==> src/rtl/router_pkt_fifo_if.sv <==
// Handshake and status bundle between a router output channel and its packet FIFO.
// The master side writes and reads; the slave side is the FIFO itself.
interface router_pkt_fifo_if #(
    parameter int DATA_W = 8,
    parameter int DEPTH  = 16
);
    localparam int CNT_W = $clog2(DEPTH) + 1;

    logic              write_enb;
    logic              read_enb;
    logic              lfd_state;
    logic [DATA_W-1:0] data_in;
    logic [DATA_W-1:0] data_out;
    logic              data_valid;
    logic              full;
    logic              empty;
    logic              almost_full;
    logic [CNT_W-1:0]  count;
    logic              pkt_done;
    logic              overflow_err;
    logic              underflow_err;

    modport master (
        output write_enb, read_enb, lfd_state, data_in,
        input  data_out, data_valid, full, empty, almost_full, count,
               pkt_done, overflow_err, underflow_err
    );

    modport slave (
        input  write_enb, read_enb, lfd_state, data_in,
        output data_out, data_valid, full, empty, almost_full, count,
               pkt_done, overflow_err, underflow_err
    );
endinterface

==> src/rtl/router_pkt_fifo.sv <==
// Packet-aware output buffer for one router channel.
// Each entry holds a data word plus a header flag; reading a header loads a
// length counter so the read side gets a pkt_done pulse after the last word.
// Optional sticky error flags are built only when ROUTER_PKT_FIFO_ERR_EN is defined.
module router_pkt_fifo #(
    parameter int DATA_W   = 8,
    parameter int DEPTH    = 16,
    parameter int LEN_LSB  = 2,
    parameter int AF_LEVEL = DEPTH - 2
) (
    input  logic              clock,
    input  logic              resetn,
    input  logic              soft_reset,
    router_pkt_fifo_if.slave  bus
);
    localparam int IDX_W = $clog2(DEPTH);
    localparam int PTR_W = IDX_W + 1;
    localparam int LEN_W = DATA_W - LEN_LSB;

    // Pointers carry one extra wrap bit above the index.
    logic [PTR_W-1:0]  wr_ptr_q, wr_ptr_d;
    logic [PTR_W-1:0]  rd_ptr_q, rd_ptr_d;
    logic [DATA_W:0]   mem_q [DEPTH];
    logic [DATA_W-1:0] data_out_q, data_out_d;
    logic              data_valid_q, data_valid_d;
    logic [6:0]        len_q, len_d;
    logic              pkt_done_q, pkt_done_d;

    logic              full_w;
    logic              empty_w;
    logic [PTR_W-1:0]  count_w;
    logic              do_wr;
    logic              do_rd;
    logic [DATA_W:0]   rd_entry;
    logic [LEN_W-1:0]  hdr_len;
    logic [6:0]        len_load;

    assign empty_w = (wr_ptr_q == rd_ptr_q);
    assign full_w  = (wr_ptr_q[IDX_W-1:0] == rd_ptr_q[IDX_W-1:0]) &&
                     (wr_ptr_q[IDX_W] != rd_ptr_q[IDX_W]);
    assign count_w = wr_ptr_q - rd_ptr_q;

    // Full/empty are sampled before the edge, so a write on full or a read
    // on empty is dropped even when the other side moves in the same cycle.
    assign do_wr = resetn && !soft_reset && bus.write_enb && !full_w;
    assign do_rd = resetn && !soft_reset && bus.read_enb  && !empty_w;

    assign rd_entry = mem_q[rd_ptr_q[IDX_W-1:0]];
    assign hdr_len  = rd_entry[DATA_W-1:LEN_LSB];
    // Header length counts payload words; the extra one covers the parity word.
    assign len_load = 7'(hdr_len) + 7'd1;

    // Next-state for pointers, read data and packet length tracking.
    always_comb begin
        // NOTE: every _d gets its hold value first so no path leaves it unassigned (no latch).
        wr_ptr_d     = wr_ptr_q;
        rd_ptr_d     = rd_ptr_q;
        data_out_d   = data_out_q;
        data_valid_d = 1'b0;
        len_d        = len_q;
        pkt_done_d   = 1'b0;

        if (soft_reset) begin
            wr_ptr_d   = '0;
            rd_ptr_d   = '0;
            data_out_d = '0;
            len_d      = '0;
        end else begin
            if (do_wr) begin
                wr_ptr_d = wr_ptr_q + 1'b1;
            end
            if (do_rd) begin
                rd_ptr_d     = rd_ptr_q + 1'b1;
                data_out_d   = rd_entry[DATA_W-1:0];
                data_valid_d = 1'b1;
                if (rd_entry[DATA_W]) begin
                    // A header restarts tracking even if the previous packet was cut short.
                    len_d = len_load;
                end else if (len_q != 7'd0) begin
                    len_d      = len_q - 7'd1;
                    pkt_done_d = (len_q == 7'd1);
                end
            end
        end
    end

    // State registers with synchronous active-low reset.
    always_ff @(posedge clock) begin
        // NOTE: sequential state uses non-blocking assignments so every register samples pre-edge values.
        if (!resetn) begin
            wr_ptr_q     <= '0;
            rd_ptr_q     <= '0;
            data_out_q   <= '0;
            data_valid_q <= 1'b0;
            len_q        <= '0;
            pkt_done_q   <= 1'b0;
        end else begin
            wr_ptr_q     <= wr_ptr_d;
            rd_ptr_q     <= rd_ptr_d;
            data_out_q   <= data_out_d;
            data_valid_q <= data_valid_d;
            len_q        <= len_d;
            pkt_done_q   <= pkt_done_d;
        end
    end

    // Entry storage: header flag in the top bit, data word below it.
    always_ff @(posedge clock) begin
        // NOTE: the storage array has no reset; the pointers alone define which entries are valid.
        if (do_wr) begin
            mem_q[wr_ptr_q[IDX_W-1:0]] <= {bus.lfd_state, bus.data_in};
        end
    end

    assign bus.data_out    = data_out_q;
    assign bus.data_valid  = data_valid_q;
    assign bus.pkt_done    = pkt_done_q;
    assign bus.full        = full_w;
    assign bus.empty       = empty_w;
    assign bus.count       = count_w;
    assign bus.almost_full = (count_w >= PTR_W'(AF_LEVEL));

`ifdef ROUTER_PKT_FIFO_ERR_EN
    logic overflow_q;
    logic underflow_q;

    // Sticky misuse flags, cleared only by either reset.
    always_ff @(posedge clock) begin
        if (!resetn || soft_reset) begin
            overflow_q  <= 1'b0;
            underflow_q <= 1'b0;
        end else begin
            if (bus.write_enb && full_w) begin
                overflow_q <= 1'b1;
            end
            if (bus.read_enb && empty_w) begin
                underflow_q <= 1'b1;
            end
        end
    end

    assign bus.overflow_err  = overflow_q;
    assign bus.underflow_err = underflow_q;
`else
    assign bus.overflow_err  = 1'b0;
    assign bus.underflow_err = 1'b0;
`endif

endmodule

==> src/flat_wrapper.sv <==
// flat-port wrapper written by rule: the top's interface ports become plain ports
module router_pkt_fifo_flat 
#(
    parameter int DATA_W   = 8,
    parameter int DEPTH    = 16,
    parameter int LEN_LSB  = 2,
    parameter int AF_LEVEL = DEPTH - 2
)
  (clock, resetn, soft_reset, bus_write_enb, bus_read_enb, bus_lfd_state, bus_data_in, bus_data_out, bus_data_valid, bus_full, bus_empty, bus_almost_full, bus_count, bus_pkt_done, bus_overflow_err, bus_underflow_err);
  router_pkt_fifo_if #(.DATA_W(DATA_W), .DEPTH(DEPTH)) bus_i ();
  input  logic clock;
  input  logic resetn;
  input  logic soft_reset;
  input wire logic [$bits(bus_i.write_enb)-1:0] bus_write_enb;
  input wire logic [$bits(bus_i.read_enb)-1:0] bus_read_enb;
  input wire logic [$bits(bus_i.lfd_state)-1:0] bus_lfd_state;
  input wire logic [$bits(bus_i.data_in)-1:0] bus_data_in;
  output wire logic [$bits(bus_i.data_out)-1:0] bus_data_out;
  output wire logic [$bits(bus_i.data_valid)-1:0] bus_data_valid;
  output wire logic [$bits(bus_i.full)-1:0] bus_full;
  output wire logic [$bits(bus_i.empty)-1:0] bus_empty;
  output wire logic [$bits(bus_i.almost_full)-1:0] bus_almost_full;
  output wire logic [$bits(bus_i.count)-1:0] bus_count;
  output wire logic [$bits(bus_i.pkt_done)-1:0] bus_pkt_done;
  output wire logic [$bits(bus_i.overflow_err)-1:0] bus_overflow_err;
  output wire logic [$bits(bus_i.underflow_err)-1:0] bus_underflow_err;
  assign bus_i.write_enb = bus_write_enb;
  assign bus_i.read_enb = bus_read_enb;
  assign bus_i.lfd_state = bus_lfd_state;
  assign bus_i.data_in = bus_data_in;
  assign bus_data_out = bus_i.data_out;
  assign bus_data_valid = bus_i.data_valid;
  assign bus_full = bus_i.full;
  assign bus_empty = bus_i.empty;
  assign bus_almost_full = bus_i.almost_full;
  assign bus_count = bus_i.count;
  assign bus_pkt_done = bus_i.pkt_done;
  assign bus_overflow_err = bus_i.overflow_err;
  assign bus_underflow_err = bus_i.underflow_err;
  router_pkt_fifo #(.DATA_W(DATA_W), .DEPTH(DEPTH), .LEN_LSB(LEN_LSB), .AF_LEVEL(AF_LEVEL)) u_core (.clock(clock), .resetn(resetn), .soft_reset(soft_reset), .bus(bus_i));
endmodule
==> config.mk <==
export PLATFORM = sky130hd
export DESIGN_NAME = router_pkt_fifo_flat
export DESIGN_NICKNAME = d
export VERILOG_FILES = /design/src/rtl/router_pkt_fifo_if.sv /design/src/rtl/router_pkt_fifo.sv /design/src/flat_wrapper.sv
export SDC_FILE = /design/constraint.sdc
export NUM_CORES = 1
export LEC_CHECK = 0
export CORE_AREA = 2 2 114 116
export CTS_CLUSTER_DIAMETER = 40
export CTS_CLUSTER_SIZE = 24
export DETAILED_ROUTE_END_ITERATION = 6
export DIE_AREA = 0 0 116 118
export PLACE_DENSITY = 0.86
export REMOVE_ABC_BUFFERS = 1
export SLEW_MARGIN = 10
export SYNTH_ARGS = -nofsm -noshare
export SYNTH_HDL_FRONTEND = slang
export SYNTH_SLANG_ARGS = --single-unit
==> constraint.sdc <==
create_clock -name clock -period 2.9 [get_ports clock]
set_input_delay 0.58 -clock clock [delete_from_list [all_inputs] [get_ports clock]]
set_output_delay 0.58 -clock clock [all_outputs]
set_load 0.005 [all_outputs]
==> out/results.ini <==
[placement]
gp_congestion=0.8732
place_ws_ns=0.1032
dpl_cell_area_um2=7916
dp_hpwl_um=9636
portBuffers=31

[routing]
firstDrtPassIters=5
drtAntennaViolNets=0
drc=0
wl_met3_um=905
drtIter0Drc=338
vias=4013
wl_met1_um=6060
highest_layer=met4
wl_per_cell_um=21.48
dr_wl_met2_um=7503
wirelength_um=14710
routed_via_density=5.858

[finish]
multi_input_area_um2=2171
drive_gt1_frac=0.1969
diodes=0
final_core_util=0.6886
synthToLayoutAreaGrowth_pct=17.21
seq_area_um2=4956
fillerInstances=812
layout_commonest_cell=edfxtp_1
final_cell_area_um2=8548
mostFrequentLayoutCells=144 x edfxtp_1, 32 x nand2_1, 31 x buf_4
nNetsFinal=529

[synth]
yosysWarnings=0
synthCells=440
ys_types=51
synth-async-reset-ratio=0
netlist_area_um2=7293
synth_edf_count=144
avgSynthCellArea_um2=16.58
synth_ff_type=edfxtp_1
ys_ff_latch=175
ys_seq_area_frac=0.6780

[power]
ir_drop_mv=0.5119
power_density_nw_per_um2=610.5
leakagePower_nw=2.820

[die]
rows=41
chipWidth_um=116
core-area_um2=12410
die_h_um=118
initial_core_util=0.5875
num_io_pins=34
die-area_um2=13690

[critical_path]
max_stage_delay_ns=0.39
crit_family=compound AO/OA/AOI/OAI gates
end_kind=primary output
critPathLaunchType=flip-flop
critPathSlowestCell=fa_2
crit_type=reg2out
crit_top_cell=inv_2
required_ns=2.32
crit_fanout=4
crit_arrival_ns=2.20
worstPathCellList=inv_2 -> ha_2 -> inv_2 -> fa_2 -> a21o_1 -> a21oi_2 -> xnor2_2 -> a31o_2 -> clkbuf_2
cp_num_buf_inv=3
r2r_cells=7
path_depth=9

[clock_network]
clk_latency_ns=0.42
numCtsBuffers=17
h-tree-depth=4
cts_tree=yes
hold_buffers=0
cts-root-buf=clkbuf_16
path_clk_slew_ns=0.06
cts_buffer_depth=2
cts_sinks=175

[sta]
max_freq_ghz=0.3598
hold_viol_final=0
rsz0062_at_grt=no
setup_tns_ns=0
fin_crit_ns=2.779
maxSlewHeadroom=0.3828
final.setup.worst_slack_ns=0.1205
fin_worst_skew_ns=0.009842
period_share=0.9584
slew_violations=0
worst_pin_slew_ns=0.9001
setup-violations-final=0

[global_route]
antenna_found_initial=0
grt_max_degree=29
grt_pass1_wl_um=23070
first_global_vias=4038
groute.usage.overall=0.2330
grt-ovfl-total=0

[flow_run]
max-cap-violations=0

[run_status]
outcome=completed

[worst_hold_path]
hold_depth=2
hold_path_class=reg2reg

## what timing repair did
item                       CTS  global route
setup endpoints to repair    3             2
buffers inserted             1             0
hold endpoints to repair     0             0
pin swaps                    1             4
resized for setup           10             7
## area by class of cell
cell class / count / share of cell area
Sequential cell: 175 / 0.5798
Multi-Input combinational cell: 232 / 0.2540
Timing Repair Buffer: 63 / 0.06543
Clock buffer: 20 / 0.05108
Tap cell: 172 / 0.02518
Clock inverter: 11 / 0.01932
Inverter: 12 / 0.005269
## logic make-up after synthesis
kind of cell,synth area share
other,0.0005142
multiplexers,0.1390
XOR/XNOR,0.02162
adder cells (fa/ha/maj),0.02505
AO/OA/AOI/OAI,0.04015
buffers and inverters,0.02710
flip-flops,0.6780
AND/OR/NAND/NOR,0.06862
## layer usage
metal / GRT usage / up-vias
li1: - / 1828
met1: 0.3189 / 2032
met2: 0.3765 / 131
met3: 0.05510 / 22
met4: 0.06771 / 0
met5: 0 / -
## Yosys cell counts (4+ instances only)
cell type  number  area share
mux2i_1         9       0.012
a21oi_1        16       0.011
nor3_1          7      0.0048
o21ai_0         8      0.0055
buf_2           5      0.0034
nand2b_1        4      0.0034
ha_1           13       0.022
edfxtp_1      144        0.59
nand2_1        32       0.016
nand4_1         4      0.0034
dfxtp_1        31       0.085
buf_4           4      0.0041
inv_1          12      0.0062
xor2_1          7      0.0084
nand3_1        13      0.0089
clkbuf_1        7      0.0036
xnor2_1        11       0.013
nor2b_1         6      0.0051
nor2_1         29       0.015
mux4_2         23       0.071
mux4_1         15       0.054
## sequential cells by signal, summed over array words and instances, names as in the netlist, named ones only
| signal | cells |
|---|---|
| u_core.len_q | 7 |
| u_core.bus.pkt_done | 1 |
| u_core.bus.data_valid | 1 |
| u_core.rd_ptr_q | 5 |
| u_core.wr_ptr_q | 5 |
| u_core.bus.data_out | 8 |
| u_core.mem_q | 144 |
## power breakdown
| part | leakage (nW) | switching [W] | internal [W] | total (W) |
|---|---|---|---|---|
| logic | 0.986 | 0.0000949 | 0.0000721 | 0.000167 |
| registers | 1.55 | 0.00000679 | 0.00272 | 0.00273 |
| clock network | 0.286 | 0.000887 | 0.00143 | 0.00232 |
## through the flow
step	cells	hold WS [ns]	power [W]
3_5_place_dp	653	0.4504	0.002951
6_report	685	0.4560	0.005218
3_3_place_gp	653	0.4421	0.002942
5_1_grt	685	0.4730	0.005371
2_1_floorplan	419	0.4527	0.002864
4_1_cts	685	0.4585	0.005240
## tightest hold or removal path, cell delays in order, from the launching register on
cell and delay, ns:
dfxtp_1 0.31, nand2_1 0.05, a21oi_1 0.05
## path summary, 6_finish.rpt
check                                      start                                   to  slack (ns)
min reg2reg  u_core.bus.data_out[5]$_SDFFE_PP0N_  u_core.bus.data_out[5]$_SDFFE_PP0N_        0.46
max reg2reg                            flip-flop         u_core.len_q[2]$_SDFFE_PP0P_        0.29
min          u_core.bus.data_out[5]$_SDFFE_PP0N_  u_core.bus.data_out[5]$_SDFFE_PP0N_        0.46
max              u_core.wr_ptr_q[0]$_SDFFE_PP0P_                      bus_almost_full        0.12
Note: power is estimated with default switching activity, not from simulation.
